[src/rtl/atm_pkg.sv]
// Shared types and constants for the ATM session controller and its helpers.
package atm_pkg;

    typedef enum logic [2:0] {
        StIdle  = 3'd0,
        StPin   = 3'd1,
        StMenu  = 3'd2,
        StBal   = 3'd3,
        StCheck = 3'd4,
        StWdraw = 3'd5,
        StDisp  = 3'd6,
        StEject = 3'd7
    } atm_state_e;

    localparam logic [1:0] SEL_BAL  = 2'b00;
    localparam logic [1:0] SEL_WD   = 2'b01;
    localparam logic [1:0] SEL_EXIT = 2'b10;

    // States in which the customer is expected to act; the idle timer runs here.
    function automatic logic timed_state(atm_state_e s);
        return s inside {StPin, StCheck, StMenu, StBal, StWdraw};
    endfunction

endpackage

[src/rtl/atm_idle_timer.sv]
// Saturating inactivity counter; expire is high while running with the count at limit.
module atm_idle_timer #(
    parameter int unsigned TW = 10
) (
    input  logic          clk,
    input  logic          rst_n,
    input  logic          run,
    input  logic          clear,
    input  logic [TW-1:0] limit,
    output logic          expire
);

    logic [TW-1:0] cnt_q, cnt_d;

    always_comb begin
        cnt_d = cnt_q;
        if (clear) begin
            cnt_d = '0;
        end else if (run && (cnt_q != limit)) begin
            cnt_d = cnt_q + 1'b1;
        end
    end

    always_ff @(posedge clk or negedge rst_n) begin
        if (!rst_n) begin
            cnt_q <= '0;
        end else begin
            cnt_q <= cnt_d;
        end
    end

    assign expire = run && (cnt_q == limit);

endmodule

[src/rtl/atm_session_ctrl.sv]
// ATM session sequencer: card/PIN/menu flow, retry counting, idle timeout and
// the dispenser request/acknowledge handshake.
module atm_session_ctrl
    import atm_pkg::*;
#(
    parameter int unsigned MAX_TRIES   = 3,
    parameter int unsigned TIMEOUT_CYC = 1024,
    parameter int unsigned TW          = 10
) (
    input  logic       clk,
    input  logic       rst_n,
    input  logic       card_in,
    input  logic       b,
    input  logic       e,
    input  logic       o2,
    input  logic       o1,
    input  logic       pin_done,
    input  logic       v,
    input  logic       funds_ok,
    input  logic       disp_ack,
    output logic [2:0] state,
    output logic       pin_chk,
    output logic       disp_req,
    output logic       show_bal,
    output logic       eject_card,
    output logic       retain,
    output logic       err,
    output logic       timeout
);

    localparam int unsigned    AW      = $clog2(MAX_TRIES + 1);
    localparam logic [AW-1:0]  MAX_CNT = AW'(MAX_TRIES);
    localparam logic [TW-1:0]  LIMIT   = TW'(TIMEOUT_CYC - 1);

    atm_state_e    state_q, state_d;
    logic [AW-1:0] tries_q, tries_d;
    logic          pin_chk_q, pin_chk_d, retain_q, retain_d;
    logic          err_q, err_d, timeout_q, timeout_d;
    logic          accepted, expire, tmo, timer_clear;

    atm_idle_timer #(
        .TW (TW)
    ) u_idle_timer (
        .clk    (clk),
        .rst_n  (rst_n),
        .run    (timed_state(state_q)),
        .clear  (timer_clear),
        .limit  (LIMIT),
        .expire (expire)
    );

    always_comb begin
        state_d   = state_q;
        tries_d   = tries_q;
        pin_chk_d = 1'b0;
        retain_d  = 1'b0;
        err_d     = 1'b0;
        timeout_d = 1'b0;
        accepted  = 1'b0;
        tmo       = expire && !b && !e;

        unique case (state_q)
            StIdle: begin
                if (card_in) begin
                    state_d = StPin;
                    tries_d = '0;
                end
            end
            StPin: begin
                if (b) begin
                    state_d  = StEject;
                    accepted = 1'b1;
                end else if (e) begin
                    state_d   = StCheck;
                    pin_chk_d = 1'b1;
                    accepted  = 1'b1;
                end else if (tmo) begin
                    state_d   = StEject;
                    timeout_d = 1'b1;
                end
            end
            StCheck: begin
                if (pin_done) begin
                    if (v) begin
                        state_d = StMenu;
                        tries_d = '0;
                    end else begin
                        tries_d = tries_q + 1'b1;
                        if (tries_d == MAX_CNT) begin
                            state_d  = StIdle;
                            retain_d = 1'b1;
                        end else begin
                            state_d = StPin;
                            err_d   = 1'b1;
                        end
                    end
                end else if (tmo) begin
                    state_d   = StEject;
                    timeout_d = 1'b1;
                end
            end
            StMenu: begin
                if (b) begin
                    state_d  = StEject;
                    accepted = 1'b1;
                end else if (e) begin
                    accepted = 1'b1;
                    case ({o2, o1})
                        SEL_BAL:  state_d = StBal;
                        SEL_WD:   state_d = StWdraw;
                        SEL_EXIT: state_d = StEject;
                        default:  err_d   = 1'b1;
                    endcase
                end else if (tmo) begin
                    state_d   = StEject;
                    timeout_d = 1'b1;
                end
            end
            StBal: begin
                if (b || e) begin
                    state_d  = StMenu;
                    accepted = 1'b1;
                end else if (tmo) begin
                    state_d   = StEject;
                    timeout_d = 1'b1;
                end
            end
            StWdraw: begin
                if (b) begin
                    state_d  = StMenu;
                    accepted = 1'b1;
                end else if (e) begin
                    accepted = 1'b1;
                    if (funds_ok) begin
                        state_d = StDisp;
                    end else begin
                        state_d = StMenu;
                        err_d   = 1'b1;
                    end
                end else if (tmo) begin
                    state_d   = StEject;
                    timeout_d = 1'b1;
                end
            end
            StDisp: begin
                if (disp_ack) state_d = StEject;
            end
            StEject: begin
                if (!card_in) state_d = StIdle;
            end
        endcase

        // A yanked card overrides whatever the current screen decided.
        if (timed_state(state_q) && !card_in) begin
            state_d   = StIdle;
            tries_d   = tries_q;
            pin_chk_d = 1'b0;
            retain_d  = 1'b0;
            timeout_d = 1'b0;
            err_d     = 1'b1;
            accepted  = 1'b0;
        end

        timer_clear = (state_d != state_q) || accepted;
    end

    always_ff @(posedge clk or negedge rst_n) begin
        if (!rst_n) begin
            state_q   <= StIdle;
            tries_q   <= '0;
            pin_chk_q <= 1'b0;
            retain_q  <= 1'b0;
            err_q     <= 1'b0;
            timeout_q <= 1'b0;
        end else begin
            state_q   <= state_d;
            tries_q   <= tries_d;
            pin_chk_q <= pin_chk_d;
            retain_q  <= retain_d;
            err_q     <= err_d;
            timeout_q <= timeout_d;
        end
    end

    assign state      = state_q;
    assign pin_chk    = pin_chk_q;
    assign retain     = retain_q;
    assign err        = err_q;
    assign timeout    = timeout_q;
    assign disp_req   = (state_q == StDisp);
    assign show_bal   = (state_q == StBal);
    assign eject_card = (state_q == StEject);

endmodule

[config.mk]
export PLATFORM = sky130hd
export DESIGN_NAME = atm_session_ctrl
export DESIGN_NICKNAME = d
export VERILOG_FILES = /design/src/rtl/atm_pkg.sv /design/src/rtl/atm_idle_timer.sv /design/src/rtl/atm_session_ctrl.sv
export SDC_FILE = /design/constraint.sdc
export NUM_CORES = 1
export LEC_CHECK = 0
export CAP_MARGIN = 20
export CORE_ASPECT_RATIO = 0.7
export CORE_UTILIZATION = 58
export CTS_BUF_LIST = sky130_fd_sc_hd__clkbuf_16
export DETAILED_ROUTE_END_ITERATION = 7
export PLACE_DENSITY_LB_ADDON = 0.05
export SLEW_MARGIN = 25
export SYNTH_ARGS = -nofsm -noshare
export SYNTH_HDL_FRONTEND = slang
export SYNTH_SLANG_ARGS = --single-unit
[constraint.sdc]
create_clock -name clk -period 5.5 [get_ports clk]
set_clock_uncertainty 0.05 [all_clocks]
set_input_delay 1.1 -clock clk [delete_from_list [all_inputs] [get_ports clk]]
set_output_delay 1.1 -clock clk [all_outputs]
set_load 0.005 [all_outputs]
==> results.json, run 1 <==
{
  "rsz0062_at_grt": "false",
  "antenna_found_initial": 0,
  "p_comb_frac": 0.340,
  "reg2reg_setup_slack_ns": 2.81,
  "drtAntennaViolNets": 0,
  "utilization": 0.7724,
  "post-route-period-util": 0.6019,
  "critPathRequiredTime_ns": 5.59,
  "clock_power_share": 0.305,
  "max_cap_viol_count": 0,
  "maxSlewViolCount": 0,
  "vdd_ir_drop_max_mv": 0.2058,
  "finalCriticalPeriod_ns": 3.310,
  "synth_xor_area_frac": 0.03584,
  "rr_startpoint": "state[1]",
  "syn_nets": 195,
  "synthMuxAreaShare": 0.006826,
  "io_pins": 21,
  "drt_iter0_drc": 131,
  "core-area_sq_mm": 0.002260,
  "synth_top_area_cell": "dfrtp_1",
  "crit_fanout": 9,
  "clk_latency_ns": 0.25,
  "cts_setup_buffers": 0,
  "p_sw_w": 0.0001679,
  "tightest_slew_ns": 0.8422,
  "critPathMaxStageDelay_ns": 0.55,
  "drive_above_1_share": 0.06701,
  "synthArstFlopShare": 1.000,
  "overflow": 0,
  "dr.pass1.iters": 5,
  "avgSynthCellArea_sq_um": 8.192,
  "synth.distinct_cells": 46,
  "seq_area_frac_synth": 0.3242,
  "status": "finished, final reports clean",
  "synth_compound_area_frac": 0.1988,
  "setup_tns_ns": 0,
  "synth_simple_gate_area_frac": 0.3404,
  "hold_violations": 0,
  "fillers": 155,
  "synthToLayoutAreaGrowth_pct": 19.03,
  "reg2reg_depth": 6,
  "routedWlPerCell_um": 17.35,
  "yosys_register_bits": 19,
  "arrival_ns": 3.40,
  "grt.total_usage": 0.3234,
  "p_leak_nw": 0.6909,
  "max_freq_mhz": 302.1,
  "cts_inserted_buffers": 3,
  "synth_top_cell_area_share": 0.3242,
  "antennaDiodeCount": 0,
  "final_nets": 211,
  "cp-endpoint": "u_idle_timer.cnt_q[2]",
  "p_per_area_mw_per_mm2": 276.5,
  "synth_top_family_by_area": "simple AND/OR/NAND/NOR gates",
  "yosys_most_used_dff": "dfrtp_1",
  "yosysWarnings": 0,
  "grt_pass1_vias": 1407,
  "p_int_w": 0.0003147,
  "crit_path_start_kind": "primary input",
  "io_buffers": 20,
  "startpoint": "b",
  "synthTopCellsByCount": "19 x dfrtp_1, 17 x nand2_1, 17 x nor2_1",
  "hp-class": "flop to flop",
  "die_y_um": 44.07,
  "cts_tree": "built",
  "synth_cells": 179,
  "p_seq_frac": 0.355,
  "rows": 14,
  "maxSlewHeadroom": 0.4368,
  "hold_buffers": 0,
  "routed_wl_mm": 3.920,
  "drc_errors": 0,
  "clk_pin_slew_ns": 0.05,
  "synth_area_sq_mm": 0.001466,
  "cts_max_level": 1,
  "synth_edf_count": 0,
  "vias_per_cell": 6.867,
  "p_sw_frac": 0.3479,
  "cp-end-kind": "flop",
  "grt_max_degree": 26,
  "fp.dieW_um": 62.10,
  "grt_pass1_wl_mm": 6.796,
  "cts_root_buffer": "clkbuf_16",
  "hpwl_mm": 2.901,
  "finalSetupViolations": 0,
  "vias": 1552,
  "critical_path_class": "primary input to flop",
  "yosysMostFrequentCell": "dfrtp_1",
  "clkSinkCount": 19,
  "crit_slowest_cell": "or4_4",
  "start_util": 0.6489,
  "die_area_sq_mm": 0.002737,
  "ctsResizeCount": 0,
  "cts_buffer_depth": 2,
  "r2r-end": "u_idle_timer.cnt_q[2]",
  "netlist_top_cells_area": "dfrtp_1 32%, nor3_1 4.4%, nand2_1 4.4%, nor2_1 4.4%, ha_1 4.3%",
  "place_congestion": 0.9418,
  "crit_chain": "clkdlybuf4s50_1, nand2b_1, and2_1, or4_4, nor4_4, o21ai_2, nor4_2",
  "synth_fa_ha_area_frac": 0.04266
}
worst max-delay path: cells and delay by family:
kind / cells / cell delay, ns
simple gates: 5 / 1.56
buf+inv: 1 / 0.54
compound gates: 1 / 0.20
routing by layer:
metal	share of wire	track usage	vias to the layer above
met4	0.022	0.07907	0
li1	-	-	702
met1	0.43	0.4678	693
met5	0	0	-
met2	0.42	0.5121	138
met3	0.13	0.05928	19
cells by family after synthesis:
| kind of cell | Yosys count |
|---|---|
| xor gates and xnor gates | 6 |
| buffers and inverters | 17 |
| and+or+nand+nor | 90 |
| DFF | 19 |
| muxes | 1 |
| AOI/OAI and AO/OA | 41 |
| adders and majority gates | 5 |
power groups by stage:
stage / sequential (W) / combinational (W) / clock (W)
5_1_grt: 0.000173 / 0.000179 / 0.000156
3_5_place_dp: 0.000172 / 0.000160 / 0
6_report: 0.000171 / 0.000164 / 0.000147
4_1_cts: 0.000170 / 0.000160 / 0.000150
3_3_place_gp: 0.000171 / 0.000152 / 0
2_1_floorplan: 0.000162 / 0.000116 / 0
flip-flops by register name, indices dropped and copies added, names as in the netlist:
signal,cells
state,3
retain,1
err,1
tries_q,2
timeout,1
pin_chk,1
u_idle_timer.cnt_q,10
worst min-delay path by stage:
stage | startpoint | endpoint | slack [ns] | cells after the start
floorplan | tries_q[0] | tries_q[0] | 0.40 | 1
global placement | tries_q[0] | tries_q[0] | 0.42 | 1
detailed placement | tries_q[0] | tries_q[0] | 0.44 | 1
CTS | tries_q[0] | tries_q[0] | 0.44 | 1
global route | tries_q[0] | tries_q[0] | 0.49 | 1
finish | tries_q[0] | tries_q[0] | 0.44 | 1
placed cells by master (no fill, tap or decap), types with 6 or more instances in the layout:
cell and instances:
inv_1 7, nand2_1 17, o21ai_0 6, dfrtp_1 19, nand2b_1 6, a21oi_1 10
nor2_1 17, nor3_1 13, xor2_1 6, clkdlybuf4s50_1 20, nand4_1 7
final cells by class:
class,count,area (sq um),area share
clock buffer,3,75.07,0.04301
clock inverter,1,5.005,0.002867
inverter,7,26.28,0.01505
multi-input combinational,143,915.9,0.5247
sequential,19,475.5,0.2724
tap,32,40.04,0.02294
timing repair buffer,21,207.7,0.1190
per-stage QoR:
stage / power, W / area (sq um) / setup WS, ns / hold slack [ns] / cells
floorplan: 0.0002784 / 1466 / 2.783 / 0.3968 / 179
global placement: 0.0003229 / 1665 / 2.091 / 0.4218 / 222
detailed placement: 0.0003317 / 1665 / 1.954 / 0.4363 / 222
CTS: 0.0004796 / 1745 / 2.214 / 0.4425 / 226
global route: 0.0005081 / 1745 / 2.048 / 0.4877 / 226
finish: 0.0004826 / 1745 / 2.190 / 0.4447 / 226
Note: power is estimated with default switching activity, not from simulation.
==> inputs of run 2 (changes only) <==
--- a/config.mk
+++ b/config.mk
@@ -7,7 +7,7 @@
 export LEC_CHECK = 0
 export CAP_MARGIN = 20
 export CORE_ASPECT_RATIO = 0.7
-export CORE_UTILIZATION = 58
+export CORE_UTILIZATION = 49
 export CTS_BUF_LIST = sky130_fd_sc_hd__clkbuf_16
 export DETAILED_ROUTE_END_ITERATION = 7
 export PLACE_DENSITY_LB_ADDON = 0.05
==> constraint.sdc (replaced) <==
create_clock -name clk -period 2.7 [get_ports clk]
set_clock_uncertainty 0.05 [all_clocks]
set_input_delay 0.54 -clock clk [delete_from_list [all_inputs] [get_ports clk]]
set_output_delay 0.54 -clock clk [all_outputs]
set_load 0.005 [all_outputs]
==> results.json, run 2 (synthesis results as in run 1) <==
{
  "final_common_cell": "clkdlybuf4s50_1",
  "finalSetupViolations": 0,
  "p_total_w": 0.001024,
  "die_y_um": 47.77,
  "vdd_ir_drop_max_mv": 0.4691,
  "reg2reg_setup_slack_ns": 0.19,
  "tightest_slew_ns": 0.8740,
  "p_comb_frac": 0.363,
  "dr.pass1.iters": 5,
  "cts_inserted_buffers": 3,
  "io_pins": 21,
  "fillers": 235,
  "rsz0062_at_grt": "false",
  "p_sw_frac": 0.3403,
  "final_cell_mix": "20 x clkdlybuf4s50_1, 19 x dfrtp_1, 18 x buf_4",
  "antennaDiodeCount": 0,
  "status": "finished, final reports clean",
  "maxSlewHeadroom": 0.4155,
  "drtAntennaViolNets": 0,
  "dr_wl_met2_mm": 1.643,
  "start_util": 0.5195,
  "grt_pass1_vias": 1274,
  "multi_input_area_sq_um": 918.4,
  "hpwl_mm": 2.973,
  "critPathMaxStageDelay_ns": 0.51,
  "routedWlPerCell_um": 15.83,
  "place_congestion": 0.8611,
  "synthToLayoutAreaGrowth_pct": 28.24,
  "regMostFlops": "u_idle_timer.cnt_q",
  "placed_area_sq_mm": 0.001798,
  "drive_above_1_share": 0.1469,
  "rows": 16,
  "critical_path_class": "primary input to flop",
  "clk_latency_ns": 0.25,
  "arrival_ns": 2.66,
  "met3_length_um": 363,
  "cp-end-kind": "flop",
  "grt.total_usage": 0.2682,
  "clock_power_share": 0.298,
  "fin_ws_ns": 0.1509,
  "maxSlewViolCount": 0,
  "largest_reg_flops": 10,
  "vias": 1503,
  "antenna_found_initial": 0,
  "crit_slowest_cell": "clkdlybuf4s50_1",
  "clkSinkCount": 19,
  "cts_tree": "built",
  "post-route-period-util": 0.9441,
  "core-area_sq_mm": 0.002823,
  "p_int_w": 0.0006757,
  "max_cap_viol_count": 0,
  "max_freq_mhz": 392.3,
  "hold_violations": 0,
  "p_seq_frac": 0.339,
  "drc_errors": 0,
  "hp-class": "flop to flop",
  "io_buffers": 20,
  "drt_iter0_drc": 116,
  "top_layer": "met4",
  "cts_max_level": 1,
  "overflow": 0,
  "design_area_sq_mm": 0.001881,
  "place_ws_ns": -0.1425,
  "grt_max_degree": 20,
  "final_nets": 228,
  "cts_buffer_depth": 2,
  "clk_pin_slew_ns": 0.06,
  "p_leak_nw": 0.7764,
  "hold_buffers": 0,
  "vias_per_cell": 6.085,
  "p_per_area_mw_per_mm2": 544.7,
  "p_sw_w": 0.0003486,
  "die_area_sq_mm": 0.003219,
  "critPathRequiredTime_ns": 2.81,
  "grt_pass1_wl_mm": 6.258,
  "cts_root_buffer": "clkbuf_16",
  "crit_chain": "clkdlybuf4s50_1, inv_1, ha_1, nand2b_1, a211oi_1, a311o_1, o211ai_1, nand2_2, buf_4, nor3_1",
  "met1_length_mm": 1.881,
  "crit_path_start_kind": "primary input",
  "routed_wl_mm": 3.911,
  "finalCriticalPeriod_ns": 2.549,
  "ff_latch_area_sq_um": 475.5,
  "crit_fanout": 5,
  "fp.dieW_um": 67.39
}
==> run 2: changes by cell type in the layout (fill, tap and decap cells not counted), sizes merged <==
cell,previous run,this run
buf,1,18
==> run 2: power groups by stage <==
stage	registers (W)	clock network, W	logic [W]
floorplan	0.000330	0	0.000237
global placement	0.000350	0	0.000359
detailed placement	0.000349	0	0.000364
CTS	0.000345	0.000314	0.000366
global route	0.000350	0.000326	0.000407
finish	0.000347	0.000305	0.000372
==> run 2: layer usage <==
layer / up-vias / global-route usage
li1: 729 / -
met1: 689 / 0.4101
met2: 83 / 0.3800
met3: 2 / 0.07143
met4: 0 / 0.03830
met5: - / 0
==> run 2: final cells by class <==
class	count	area share
multi-input combinational	143	0.4884
sequential	19	0.2528
timing repair buffer	38	0.1783
clock buffer	3	0.03992
tap	36	0.02395
inverter	7	0.01397
clock inverter	1	0.002661
==> run 2: final timing paths <==
kind | depth (start not counted) | endpoint | startpoint
worst max-delay path | 10 | u_idle_timer.cnt_q[5] | o2
worst min-delay path | 1 | tries_q[0] | tries_q[0]
worst max register to register | 6 | u_idle_timer.cnt_q[5] | state[1]
worst min register to register | 1 | tries_q[0] | tries_q[0]
max in group asynchronous | 1 | state[2] | rst_n
min in group asynchronous | 1 | tries_q[1] | rst_n
==> run 2: repair_timing <==
action,4_1_cts,5_1_grt
setup endpoints to repair,0,2
buffers inserted,0,0
gates resized for setup,0,1
==> run 2: worst max-delay path: cells and delay by family <==
kind	cells	cell delay, ns
adder cells (fa/ha/maj)	1	0.28
AND/OR/NAND/NOR	3	0.40
AO/OA/AOI/OAI	3	0.69
buffers and inverters	3	0.74
==> run 2: per-stage QoR <==
stage	hold slack, ns	utilization	instances	setup TNS (ns)
floorplan	0.1944	-	179	0
global placement	0.4207	0.6370	243	-0.3887
detailed placement	0.4265	0.6370	243	-0.9125
CTS	0.4368	0.6653	247	0
global route	0.4636	0.6662	247	0
finish	0.4328	0.6662	247	0
